==> config.mk <==
export PLATFORM = sky130hd
export DESIGN_NAME = mem_req_master
export DESIGN_NICKNAME = d
export VERILOG_FILES = /design/src/rtl/mem_req_master.sv
export SDC_FILE = /design/constraint.sdc
export NUM_CORES = 1
export LEC_CHECK = 0
export ABC_CLOCK_PERIOD_IN_PS = 2630
export BUFFER_PORTS_ARGS = -buffer_cell sky130_fd_sc_hd__buf_2
export CORE_UTILIZATION = 35
export CTS_CLUSTER_DIAMETER = 200
export DETAILED_ROUTE_END_ITERATION = 6
export HOLD_SLACK_MARGIN = 0.08
export PLACE_DENSITY_LB_ADDON = 0.2
export SLEW_MARGIN = 20
export SYNTH_ARGS = -nofsm -noshare
export SYNTH_HDL_FRONTEND = slang
export SYNTH_SLANG_ARGS = --single-unit
==> constraint.sdc <==
create_clock -name clk -period 2.63 [get_ports clk]
set_input_delay 0.3945 -clock clk [delete_from_list [all_inputs] [get_ports clk]]
set_output_delay 0.3945 -clock clk [all_outputs]
set_load 0.05 [all_outputs]
==> src/rtl/mem_req_master.sv <==
// Purpose: buffers client memory commands and issues them one at a time to the LFSR-delayed 16x32 memory, returning one response per command.
// Latency: a push into an empty, idle block raises mem_req_o two cycles later; the response pulses the cycle after mem_ready_i is seen.
// Backpressure: cmd_ready_o drops while the command FIFO is full; responses carry no backpressure.
//
// Ports:
//   clk, reset                   clock, asynchronous active-high reset
//   cmd_valid_i / cmd_ready_o    client command handshake (cmd_rnw_i, cmd_addr_i, cmd_wdata_i)
//   mem_req_o .. mem_wdata_o     request to the memory, held stable until mem_ready_i
//   mem_ready_i, mem_rdata_i     completion and read data from the memory
//   rsp_valid_o .. rsp_lat_o     one-cycle response pulse; fields hold until the next response
//   busy_o                       a command is queued or in flight

// Purpose: generic single-clock FIFO with occupancy counter; no bypass path.
// Latency: a pushed entry is visible at pop_dat from the next cycle.
// Backpressure: push_rdy is low whenever the FIFO is full, even if a pop happens in that cycle.
module mem_req_fifo #(
    parameter int DEPTH = 4,
    parameter int WIDTH = 8
) (
    input  logic             clk,
    input  logic             reset,
    input  logic             push_vld,
    output logic             push_rdy,
    input  logic [WIDTH-1:0] push_dat,
    input  logic             pop_rdy,
    output logic             pop_vld,
    output logic [WIDTH-1:0] pop_dat
);
    localparam int PTR_W = $clog2(DEPTH);
    localparam logic [PTR_W:0] FULL_CNT = (PTR_W+1)'(DEPTH);

    logic [WIDTH-1:0] store [DEPTH];
    logic [PTR_W-1:0] wr_ptr;
    logic [PTR_W-1:0] rd_ptr;
    logic [PTR_W:0]   count;
    logic             do_push;
    logic             do_pop;

    // Ready depends only on registered occupancy, so a same-cycle pop
    // cannot open a slot for a push.
    assign push_rdy = (count < FULL_CNT);
    assign pop_vld  = (count != '0);
    assign do_push  = push_vld & push_rdy;
    assign do_pop   = pop_rdy & pop_vld;
    assign pop_dat  = store[rd_ptr];

    always_ff @(posedge clk) begin
        if (do_push) begin
            store[wr_ptr] <= push_dat;
        end
    end

    // Pointers wrap naturally because DEPTH is a power of two.
    always_ff @(posedge clk or posedge reset) begin
        if (reset) begin
            wr_ptr <= '0;
            rd_ptr <= '0;
            count  <= '0;
        end else begin
            if (do_push) begin
                wr_ptr <= wr_ptr + PTR_W'(1);
            end
            if (do_pop) begin
                rd_ptr <= rd_ptr + PTR_W'(1);
            end
            case ({do_push, do_pop})
                2'b10:   count <= count + (PTR_W+1)'(1);
                2'b01:   count <= count - (PTR_W+1)'(1);
                default: count <= count;
            endcase
        end
    end
endmodule

module mem_req_master #(
    parameter int DEPTH  = 4,
    parameter int ADDR_W = 4,
    parameter int DATA_W = 32
) (
    input  logic              clk,
    input  logic              reset,
    input  logic              cmd_valid_i,
    output logic              cmd_ready_o,
    input  logic              cmd_rnw_i,
    input  logic [ADDR_W-1:0] cmd_addr_i,
    input  logic [DATA_W-1:0] cmd_wdata_i,
    output logic              mem_req_o,
    output logic              mem_rnw_o,
    output logic [ADDR_W-1:0] mem_addr_o,
    output logic [DATA_W-1:0] mem_wdata_o,
    input  logic              mem_ready_i,
    input  logic [DATA_W-1:0] mem_rdata_i,
    output logic              rsp_valid_o,
    output logic              rsp_rnw_o,
    output logic [DATA_W-1:0] rsp_rdata_o,
    output logic [4:0]        rsp_lat_o,
    output logic              busy_o
);
    typedef struct packed {
        logic              rnw;
        logic [ADDR_W-1:0] addr;
        logic [DATA_W-1:0] wdata;
    } cmd_t;

    typedef enum logic {
        IDLE = 1'b0,
        REQ  = 1'b1
    } state_t;

    localparam logic [4:0] LAT_MAX = 5'd31;

    state_t     state_q;
    state_t     state_d;
    cmd_t       push_cmd;
    cmd_t       head_cmd;
    logic       head_vld;
    logic       pop;
    logic       complete;
    logic [4:0] wait_cnt;
    logic [4:0] lat_next;

    assign push_cmd = '{rnw: cmd_rnw_i, addr: cmd_addr_i, wdata: cmd_wdata_i};

    mem_req_fifo #(
        .DEPTH (DEPTH),
        .WIDTH ($bits(cmd_t))
    ) u_cmd_fifo (
        .clk      (clk),
        .reset    (reset),
        .push_vld (cmd_valid_i),
        .push_rdy (cmd_ready_o),
        .push_dat (push_cmd),
        .pop_rdy  (pop),
        .pop_vld  (head_vld),
        .pop_dat  (head_cmd)
    );

    // Completion always passes back through IDLE, which forces at least one
    // low cycle on mem_req_o so the memory sees a fresh rising edge of req.
    always_comb begin
        state_d   = state_q;
        pop       = 1'b0;
        complete  = 1'b0;
        mem_req_o = 1'b0;
        case (state_q)
            IDLE: begin
                if (head_vld) begin
                    pop     = 1'b1;
                    state_d = REQ;
                end
            end
            REQ: begin
                mem_req_o = 1'b1;
                if (mem_ready_i) begin
                    complete = 1'b1;
                    state_d  = IDLE;
                end
            end
            default: state_d = IDLE;
        endcase
    end

    // Cycles with req high for this command, including the completing one.
    assign lat_next = (wait_cnt == LAT_MAX) ? LAT_MAX : wait_cnt + 5'd1;

    assign busy_o = head_vld | (state_q == REQ);

    always_ff @(posedge clk or posedge reset) begin
        if (reset) begin
            state_q     <= IDLE;
            mem_rnw_o   <= 1'b0;
            mem_addr_o  <= '0;
            mem_wdata_o <= '0;
            wait_cnt    <= '0;
            rsp_valid_o <= 1'b0;
            rsp_rnw_o   <= 1'b0;
            rsp_rdata_o <= '0;
            rsp_lat_o   <= '0;
        end else begin
            state_q     <= state_d;
            rsp_valid_o <= complete;
            if (pop) begin
                mem_rnw_o   <= head_cmd.rnw;
                mem_addr_o  <= head_cmd.addr;
                mem_wdata_o <= head_cmd.wdata;
                wait_cnt    <= '0;
            end else if (state_q == REQ && wait_cnt != LAT_MAX) begin
                wait_cnt <= wait_cnt + 5'd1;
            end
            if (complete) begin
                rsp_rnw_o   <= mem_rnw_o;
                rsp_rdata_o <= mem_rnw_o ? mem_rdata_i : '0;
                rsp_lat_o   <= lat_next;
            end
        end
    end
endmodule

# Word level (Yosys, flattened, before mapping)
# Memories as Yosys holds them, arrays and structs flattened. A register that Yosys moved wholly into a read port is not among the register bits.
# Cells that the tools add are included.
[word_totals] mem_count=1 ramBits=148 reg_bits=52 out_inout_bits=79 wordCells=42 in_bits=73
[mem_list] name="u_cmd_fifo.store" words=4 word_bits=37 read_ports=1 rd_ports_with_merged_regs=1 write_ports=1 line_no="32" source="logic [WIDTH-1:0] store [DEPTH];"
[classes] add_sub_neg=5 n_eq_ne=4 n_bitwise=4 n_reduce_logical=4 n_mux=14 order_cmp=1
[ops] operator="$mux 32" n=1
[ops] operator="$mux 5" n=3
[ops] operator="$mux 1" n=8
[ops] operator="$pmux 3 s2" n=1
[ops] operator="$add 5x1->5 const B" n=1
[ops] operator="$eq 5x5->1 const B" n=1
[ops] operator="$ne 5x5->1 const B" n=1
[ops] operator="$add 2x1->2 const B" n=2
[ops] operator="$reduce_bool 2->1" n=2
[ops] operator="$add 3x1->3 const B" n=1
[ops] operator="$lt 3x3->1 const B" n=1
[ops] operator="$reduce_bool 3->1" n=1
[ops] operator="$sub 3x1->3 const B" n=1
[ops] operator="$and 1x1->1" n=2
[ops] operator="$eq 2x1->1 const B" n=1
[ops] operator="$eq 2x2->1 const B" n=1
[ops] operator="$pmux 1 s2" n=1
[ops] operator="$logic_and 1x1->1" n=1
[ops] operator="$not 1->1" n=1
[ops] operator="$or 1x1->1" n=1

# Logic depth before layout (Yosys ltp)
[depth] ltp_word=6 mapped_depth=9

# Hierarchy
# Synthesis repeated with hierarchy kept, for this count alone.
[unflattened] cells_unflattened=510 hier_area_um2=9037.4
[by_module_without_submodules] mod="mem_req_fifo" area_each_um2=5749.3 cells_per_inst=233 instances=1
[by_module_without_submodules] mod="mem_req_master" area_each_um2=3288.2 cells_per_inst=277 instances=1

# Worst setup path before layout
# Ideal clock, no wire load.
[synth_timing] path_type="reg-to-reg" startpoint="register state_q" endpoint="register u_cmd_fifo.count[2]" path_stages_with_launch=9 period_less_slack_ps=2224 setup_slack_ps=406 arrival_ps=2085 cell_sequence="dfrtp_1 > nor2_1 > buf_2 > ha_1 > inv_1 > fa_1 > xor2_1 > nor2_1 > xnor2_1"
[synth_between] elab_chain_cells=4 elab_cells_between_ends=6 classes_between="2 x eq/ne; 2 x mux; 1 x bitwise; 1 x reduce/logical"
[synth_rtl] item="from (decl)" line_no="112" source="state_t state_q;"
[synth_rtl] item="from (signal assigned)" line_no="180" source="state_q <= state_d;"
[synth_rtl] item="$mux 1 *" line_no="145" source="case (state_q)"
[synth_rtl] item="net pop" line_no="117" source="logic pop;"
[synth_rtl] item="$and 1x1->1 *" line_no="44" source="assign do_pop = pop_rdy & pop_vld;"
[synth_rtl] item="$eq 2x1->1 or $eq 2x2->1 (tied branches)" line_no="66" source="case ({do_push, do_pop})"
[synth_rtl] item="$pmux 3 s2 or $reduce_bool 2->1 (tied branches)"
[synth_rtl] item="to (signal assigned)" line_no="67" source="2'b10: count <= count + (PTR_W+1)'(1);"
[synth_rtl] item="to (signal assigned)" line_no="68" source="2'b01: count <= count - (PTR_W+1)'(1);"
[synth_rtl] item="to (signal assigned)" line_no="69" source="default: count <= count;"
[synth_rtl] item="to (decl)" line_no="35" source="logic [PTR_W:0] count;"
# The timed path passes the listed nets; every way through them passes the cells marked *.
# A chain may end at the register's enable or synchronous reset.

# Final worst setup path
[layout_timing] startpoint="register u_cmd_fifo.count[0]" endpoint="output busy_o"
[layout_between] elab_chain_cells=2
[layout_rtl] item="$reduce_bool 3->1" line_no="42" source="assign pop_vld = (count != '0);"
[layout_rtl] item="$or 1x1->1" line_no="166" source="assign busy_o = head_vld | (state_q == REQ);"
[layout_rtl] item="to (decl)" line_no="97" source="output logic busy_o"
# No other way between the ends.

==> results.ini <==
[drt]
first_pass_iters = 4
wirelength_mm = 18.73
postRouteAntennaNets = 0
viasPerCell = 4.765
drc_errors = 0
vias = 5065
wl_per_cell_um = 17.62
first_iter_violations = 311

[floorplan]
core_area_mm2 = 0.02511
rows = 58
die_x_um = 161.7
die_h_um = 161.7
start_util_pct = 35.55
io_pins = 152
dieArea_mm2 = 0.02615

[cts]
cts_tree = yes
cts_num_sinks = 237
insertion_delay_ns = 0.54
postCtsResizedCells = 0
htree_levels = 1
clockBufferDepth = 3
path_clk_slew_ns = 0.06
postCtsSetupRepairBufs = 0
numCtsBuffers = 27
cts_root_buf = clkbuf_16

[logic_synthesis]
synthXorXnorAreaFrac_pct = 0.7850
synth_area_leaders = edfxtp_1, dfrtp_1, mux4_2
synth_compound_area_share_pct = 0.8130
yosysSeqAreaShare_pct = 74.74
postSynth.asyncResetShare_pct = 37.55
yosysTopAreaCell = edfxtp_1
synth.cell_area_mm2 = 0.008926
synth-edff-count = 148
synthesis.nets = 589
ys_ff_latch = 237
synth_fa_ha_area_share_pct = 1.346
ys_warn_count = 0
synth.most_common_cell = edfxtp_1
synth_top_family_by_area = multiplexers
synth_common_cells = edfxtp_1, dfrtp_1, nand2_1, mux2_2, mux4_2
synth-main-ff-cell = edfxtp_1
ys_types = 29
synth_top_area_share_pct = 49.79
syn_area_per_cell_um2 = 17.61
muxShareOfSynthArea_pct = 14.23
synthCells = 507
synth_simple_gate_area_share_pct = 6.182

[global_route]
grt_overflow_total = 0
grt_max_degree = 42
first_global_vias = 5328
grt_use_total_pct = 14.65
antenna_found_initial = 0
grt_pass1_wl_mm = 29.29

[sta]
finalSetupViolCount = 0
setup_tns_ns = 0
fmax_mhz = 482.8
worst_pin_slew_ns = 0.6367
finClkSkew_ns = 0.02019
slew_violations = 0
finalHoldViolCount = 0
rsz0062_at_grt = false
fin_crit_ns = 2.071
slew_headroom_pct = 57.55
period_share_pct = 78.76

[power]
combinationalPowerShare_pct = 36.6
pwr-share-clk_pct = 24.6
p_sw_w = 0.005409
peakVddDrop_mv = 0.6113
p_int_w = 0.008769
power.leakage_nw = 4.612
p_per_area_mw_per_mm2 = 1244
pwr-share-seq_pct = 38.8
switching_share_pct = 38.15

[setup_path]
critPathLaunchType = flop
crit_arrival_ns = 1.68
end_kind = output pin
rr_startpoint = u_cmd_fifo.rd_ptr[0]
crit_type = flop to output pin
cp.required_ns = 2.24
crit_path_start = u_cmd_fifo.count[0]
crit_fanout = 4

[layout]
n_fill_cell = 2238
fin_util_pct = 45.40
diodes = 0
multiInputGateArea_mm2 = 0.002097
synthToLayoutAreaGrowth_pct = 27.71
drive_above_1_share_pct = 38.61
seq_area_mm2 = 0.006676
fin_nets = 794

[place]
place_hpwl_mm = 11.29
io_buffer_count = 151
gp_congestion = 0.8388

[job]
cap_violations = 0

[status]
status = completed

[min_path]
hold_path.class = input pin to flop
min_from = cmd_wdata_i[7]

## layout make-up
| cell class | instances | area share, % |
|---|---|---|
| Timing Repair Buffer | 201 | 11.61 |
| Clock buffer | 44 | 6.937 |
| Clock inverter | 6 | 0.4390 |
| Tap cell | 330 | 3.622 |
| Sequential cell | 237 | 58.57 |
| Multi-Input combinational cell | 233 | 18.40 |
| Inverter | 12 | 0.4281 |
## metrics by stage
step | setup WS, ns | cell area (um2) | instances | power, W | hold WS (ns)
after detailed placement | 0.7104 | 10190 | 976 | 0.01082 | 0.4537
after floorplan | 0.4063 | 8930 | 507 | 0.009396 | 0.4855
after global routing | 0.4459 | 11400 | 1063 | 0.01492 | 0.08591
after global placement | 0.7450 | 10190 | 976 | 0.01070 | 0.4437
final | 0.5587 | 11400 | 1063 | 0.01418 | 0.1065
after CTS | 0.5120 | 11400 | 1063 | 0.01441 | 0.08231
## logic make-up (layout without fill, tap and decap cells)
| kind of cell | after synthesis | count (layout) |
|---|---|---|
| simple gates | 127 | 127 |
| compound gates | 13 | 13 |
| mux | 76 | 76 |
| xor+xnor | 8 | 8 |
| fa+ha+maj | 9 | 9 |
| flops | 237 | 237 |
| buf+inv | 37 | 263 |
## critical path: stages (launching register included)
cell      delay (ns)
dfrtp_1         0.42
nor3_2          0.36
nand2b_1        0.13
buf_2           0.24
## power groups by stage
stage	registers [W]	logic, W	clock network, W
global placement	0.00555	0.00514	0
CTS	0.00553	0.00528	0.00360
detailed placement	0.00560	0.00523	0
floorplan	0.00724	0.00216	0
global route	0.00564	0.00553	0.00375
finish	0.00550	0.00519	0.00349
## what timing repair did
item                                    in CTS  in global routing
endpoints found under the setup margin       0                  0
endpoints found under the hold margin      164                  0
hold buffers                                37                  0
## registers in the layout, summed over array words and instances, names as in the netlist, 2 cells and up
register           flops
u_cmd_fifo.rd_ptr      2
mem_addr_o             4
wait_cnt               5
rsp_rdata_o           32
u_cmd_fifo.wr_ptr      2
rsp_lat_o              5
u_cmd_fifo.count       3
u_cmd_fifo.store     148
mem_wdata_o           32
## metal layers
| layer | GRT usage, % | vias to the layer above | part of all wire, % | wire [um] |
|---|---|---|---|---|
| met4 | 4.588 | 0 | 2.5 | 470 |
| li1 | - | 2291 | - | - |
| met5 | 0 | - | 0 | 0 |
| met3 | 3.575 | 39 | 6.5 | 1224 |
| met1 | 18.74 | 2558 | 43 | 8094 |
| met2 | 24.61 | 177 | 48 | 8939 |
## final timing paths
path                                     endpoint  slack (ns)  depth (start not counted)
setup / recovery                           busy_o        0.56                          3
setup reg to reg                    mem_addr_o[1]        0.76                          3
min in group asynchronous         rsp_rdata_o[15]        0.51                          3
hold / removal             u_cmd_fifo.store[3][7]        0.11                          1
max in group asynchronous    u_cmd_fifo.rd_ptr[0]        1.52                          4
hold reg to reg                      rsp_lat_o[1]        0.46                          2
## cells in the final DEF, fill, tap and decap left out, types with 2 or more instances in the layout
cell type	netlist	routed
o21ai_0	5	5
inv_1	12	11
clkbuf_8	0	3
mux2i_1	2	2
dlygate4sd3_1	0	37
clkbuf_16	0	28
nor2_1	6	5
xor2_1	4	4
clkbuf_1	10	13
buf_4	0	5
clkinv_2	0	3
ha_1	8	8
xnor2_1	4	4
mux4_2	37	37
and2_2	0	4
buf_12	0	8
a21oi_1	4	4
mux2_2	37	37
nand3_1	34	34
nor2b_1	2	2
dfrtp_1	89	87
nand2b_1	2	2
nand2_1	76	76
buf_2	10	151
edfxtp_1	148	148
(Power assumes the default switching activity.)
